--- src/rtl/add_share_arbiter.sv ---
// Round-robin scheduler sharing one registered adder between NUM_REQ requesters.
// Grants are combinational; a tag pipeline matches adder results to requester ids.
module add_share_arbiter #(
    parameter int unsigned NUM_REQ     = 4,
    parameter int unsigned DATA_WIDTH  = 16,
    parameter int unsigned ADD_LATENCY = 1,
    localparam int unsigned ID_W       = $clog2(NUM_REQ)
) (
    input  logic                          clk,
    input  logic                          rst,
    input  logic                          arb_en,
    input  logic [NUM_REQ-1:0]            req_valid,
    output logic [NUM_REQ-1:0]            req_ready,
    input  logic [NUM_REQ*DATA_WIDTH-1:0] req_a,
    input  logic [NUM_REQ*DATA_WIDTH-1:0] req_b,
    output logic                          add_ebl,
    output logic [DATA_WIDTH-1:0]         add_a,
    output logic [DATA_WIDTH-1:0]         add_b,
    input  logic [DATA_WIDTH-1:0]         add_out,
    output logic                          rsp_valid,
    output logic [ID_W-1:0]               rsp_id,
    output logic [DATA_WIDTH-1:0]         rsp_data,
    output logic                          busy
);

    localparam int unsigned PIPE_IDW = ADD_LATENCY * ID_W;

    logic [DATA_WIDTH-1:0] a_arr [NUM_REQ];
    logic [DATA_WIDTH-1:0] b_arr [NUM_REQ];
    logic [ID_W-1:0]       ptr;
    logic [ID_W-1:0]       grant_id;
    logic                  found;
    logic                  grant;
    int unsigned           cand;

    logic [ADD_LATENCY-1:0] pipe_vld;
    logic [PIPE_IDW-1:0]    pipe_id;
    logic [ADD_LATENCY:0]   pipe_vld_ext;
    logic [PIPE_IDW+ID_W-1:0] pipe_id_ext;
    logic                   last_vld;
    logic [ID_W-1:0]        last_id;

    for (genvar i = 0; i < NUM_REQ; i++) begin : g_unpack
        assign a_arr[i] = req_a[i*DATA_WIDTH +: DATA_WIDTH];
        assign b_arr[i] = req_b[i*DATA_WIDTH +: DATA_WIDTH];
    end

    // First valid requester at or after the pointer, wrapping around.
    always_comb begin
        found    = 1'b0;
        grant_id = '0;
        cand     = 0;
        for (int k = 0; k < NUM_REQ; k++) begin
            cand = (32'(ptr) + 32'(k)) % NUM_REQ;
            if (!found && req_valid[ID_W'(cand)]) begin
                found    = 1'b1;
                grant_id = ID_W'(cand);
            end
        end
    end

    assign grant = arb_en & found;

    always_comb begin
        req_ready = '0;
        add_ebl   = 1'b0;
        add_a     = '0;
        add_b     = '0;
        if (grant) begin
            req_ready[grant_id] = 1'b1;
            add_ebl             = 1'b1;
            add_a               = a_arr[grant_id];
            add_b               = b_arr[grant_id];
        end
    end

    // Shift registers are widened by one stage so the new entry concatenates in.
    assign pipe_vld_ext = {pipe_vld, grant};
    assign pipe_id_ext  = {pipe_id, grant_id};
    assign last_vld     = pipe_vld[ADD_LATENCY-1];
    assign last_id      = pipe_id[PIPE_IDW-1 -: ID_W];

    always_ff @(posedge clk or posedge rst) begin
        if (rst) begin
            ptr       <= '0;
            pipe_vld  <= '0;
            pipe_id   <= '0;
            rsp_valid <= 1'b0;
            rsp_id    <= '0;
            rsp_data  <= '0;
            busy      <= 1'b0;
        end else begin
            if (grant) begin
                ptr <= (grant_id == ID_W'(NUM_REQ - 1)) ? '0 : grant_id + ID_W'(1);
            end
            pipe_vld  <= pipe_vld_ext[ADD_LATENCY-1:0];
            pipe_id   <= pipe_id_ext[PIPE_IDW-1:0];
            rsp_valid <= last_vld;
            if (last_vld) begin
                rsp_id   <= last_id;
                rsp_data <= add_out;
            end
            busy <= grant | (|pipe_vld);
        end
    end

endmodule
--- config.mk ---
export PLATFORM = sky130hd
export DESIGN_NAME = add_share_arbiter
export DESIGN_NICKNAME = d
export VERILOG_FILES = /design/src/rtl/add_share_arbiter.sv
export SDC_FILE = /design/constraint.sdc
export NUM_CORES = 1
export LEC_CHECK = 0
export CAP_MARGIN = 10
export CELL_PAD_IN_SITES_DETAIL_PLACEMENT = 1
export CELL_PAD_IN_SITES_GLOBAL_PLACEMENT = 2
export CORE_UTILIZATION = 31
export DETAILED_ROUTE_END_ITERATION = 16
export DONT_BUFFER_PORTS = 1
export GPL_TIMING_DRIVEN = 0
export PLACE_DENSITY_LB_ADDON = 0.3
export SLEW_MARGIN = 10
export SYNTH_ARGS = -nofsm -noshare
export SYNTH_HDL_FRONTEND = slang
export SYNTH_SLANG_ARGS = --single-unit
export TNS_END_PERCENT = 1
--- constraint.sdc ---
create_clock -name clk -period 2.2 [get_ports clk]
set_input_delay 0.44 -clock clk [delete_from_list [all_inputs] [get_ports clk]]
set_output_delay 0.44 -clock clk [all_outputs]
set_load 0.05 [all_outputs]
==> reports/results.txt <==
ANT cells: 0
sequential share of the synthesized area: 0.317
Crit Reg-Reg Endpoint: ptr[0]
clk buf depth: 2
dpl ws: -0.458 ns
CTS tree: yes
detailed placer's ending HPWL: 5300 um
Synth Instances: 189
number of global-route vias before repair: 1,771
max-cap viol count: 0
Worst IR Drop VDD: 0.000601 V
GP Congestion: 0.870
Port Buffers: 0
# rows: 28
Required @ worst endpoint: 1.76 ns
R2R depth: 9
Relative slew margins: 0.389
RSZ-0062 raised after global routing: yes
Initial Utilization: 0.327
power per cell area: 1320 mW/mm^2
Worst-Skew Late Latency: 0.25 ns
post-synthesis cell type count: 23
cells taking the most area after synthesis: mux2i_1 33%, dfrtp_1 32%, o22ai_1 10%
min setup slack post-route: -0.315 ns
final wirelength: 6750 um
Synth Warn #: 0
total track usage: 0.182
total grt overflow: 0
total CTS buffers: 3
P_leak: 1.13 nW
Tcrit/Tclk final: 1.14
Avg Inst Size Synth: 10.4 sq um
worst r2r src: ptr[0]
final hold viol count: 0
first-pass GRT wire length: 9140 um
Syn Nets: 341
IO Pins: 208
setup TNS: -10.16 ns
nets: 352
Vias: 1,674
Synth Cell Area: 0.00197 sq mm
WP data arrival: 2.08 ns
largest area contributor in the netlist: mux2i_1
clock slew at reported path FFs: 0.08 ns
synthesized flop and latch total: 25
DRC errors left: 0
remaining antenna violation count after routing: 0
clk_skew: 0.00240 ns
Worst setup EP type: output port
element type at the critical path start: register
final setup vio count: 36
CTS sink count: 25
CTS H-tree depth: 1
CP Class: reg -> out
worst slew pin tran: 0.915 ns
DR WL/cell: 24.6 um
layout cells sized above 1: 0.447
DR iter-0 viols: 40
Core ar.: 0.00603 sq mm
Die Ht: 81.7 um
area fraction of the dominant cell type after synthesis: 0.325
FF-to-FF setup slack: 0.41 ns
DRT Pass-1 Iters: 3
status: finished with violations
worst-path maximum fanout: 10
Syn-to-layout area delta: 44.9%
Via-to-Cell Ratio: 6.11
CTS Root Cell: clkbuf_8
Worst Hold Class: in -> async
count of pins over their slew limit: 0
DIE WIDTH: 81.7 um
failing checks: setup timing
Die Area: 0.00668 sq mm
post-layout minimum cycle time: 2.52 ns
initial antenna violation count: 0
largest net degree at the start of global routing: 26
Highest Clock Rate: 398 MHz
## sequential cells by signal, indices dropped and copies added, names as in the netlist
signal	count
rsp_valid	1
last_vld	1
last_id	2
rsp_id	2
busy	1
ptr	2
rsp_data	16
## layout make-up
type	count	area, sq um
inverter	7	33.8
tap	75	93.8
clock buffer	4	45.0
timing repair buffer	6	70.1
multi-input combinational	140	1790
buffer	17	198
fill	603	3170
sequential	25	627
## repair_timing
action                                  CTS  global route
endpoints found under the setup margin   36            36
hold buffers                              0             0
pin swaps                                25            14
gates cloned                              0             0
setup buffers                             6             0
resized for setup                        85             6
## stage by stage
| stage | area [sq um] | hold slack [ns] | power (W) | utilization | instances |
|---|---|---|---|---|---|
| 6_report | 2860 | 0.270 | 0.00376 | 0.474 | 274 |
| 3_3_place_gp | 2280 | 0.358 | 0.00275 | 0.379 | 264 |
| 4_1_cts | 2840 | 0.294 | 0.00376 | 0.471 | 274 |
| 5_1_grt | 2860 | 0.310 | 0.00393 | 0.474 | 274 |
| 2_1_floorplan | 2190 | 0.352 | 0.00258 | - | 189 |
| 3_5_place_dp | 2280 | 0.366 | 0.00282 | 0.379 | 264 |
## cell families after synthesis
logic type | Yosys count | share of synthesized area
flip-flops | 25 | 0.317
AND/OR/NAND/NOR | 18 | 0.0508
buffers and inverters | 24 | 0.0686
adder cells (fa/ha/maj) | 1 | 0.00635
multiplexers | 82 | 0.428
AO/OA/AOI/OAI | 39 | 0.129
## cell usage in the layout, fill, tap and decap left out, drive strengths merged
cell,Yosys,routed
a21oi,3,3
dfrtp,25,25
nor3,3,3
nor3b,1,1
and2,1,1
nand2,5,5
nor2,3,3
a211o,1,1
buf,15,21
and3,1,1
clkbuf,2,6
o22ai,33,33
ha,1,1
nand2b,4,4
o41ai,1,1
o31ai,1,1
mux2,18,18
inv,7,7
mux2i,64,64
## synthesized netlist by cell type
cell      instances
mux2i_1          64
o22ai_1          33
dfrtp_1          25
mux2_1           18
buf_2             9
nand2_1           5
inv_1             4
nand2b_1          4
a21oi_1           3
buf_4             3
buf_6             3
inv_2             3
nor2_1            3
clkbuf_1          2
nor3_1            2
a211o_1           1
and2_1            1
and3_1            1
ha_1              1
nor3_2            1
nor3b_2           1
o31ai_1           1
o41ai_2           1
## critical path, stage by stage (launching register included)
cell      delay [ns]
dfrtp_1         0.42
nand2b_4        0.17
a21oi_2         0.05
a211o_1         0.25
buf_6           0.14
buf_12          0.14
buf_12          0.15
mux2i_2         0.17
o22ai_4         0.33
## power breakdown
group	leakage, nW	internal (W)	switching (W)
Combinational	0.817	0.00104	0.00166
Sequential	0.293	0.000541	0.000261
Clock	0.0228	0.000129	0.000126
Total	1.13	0.00171	0.00205
## layer usage
metal  GRT usage  wire (um)
met5           0          0
met4      0.0281         42
met3      0.0200        556
met2       0.356       3800
met1       0.212       2350
## worst max path at each step
| stage | start | endpoint | slack (ns) | cells past startpoint |
|---|---|---|---|---|
| 3_3_place_gp | req_valid[2] | add_a[1] | -0.40 | 5 |
| 4_1_cts | ptr[0] | req_ready[0] | -0.31 | 8 |
| 5_1_grt | ptr[0] | add_a[1] | -0.41 | 8 |
| 2_1_floorplan | req_valid[1] | req_ready[0] | -0.12 | 8 |
| 3_5_place_dp | req_valid[2] | add_a[1] | -0.46 | 5 |
| 6_report | ptr[0] | add_a[6] | -0.32 | 8 |
Note: power is estimated with default switching activity, not from simulation.
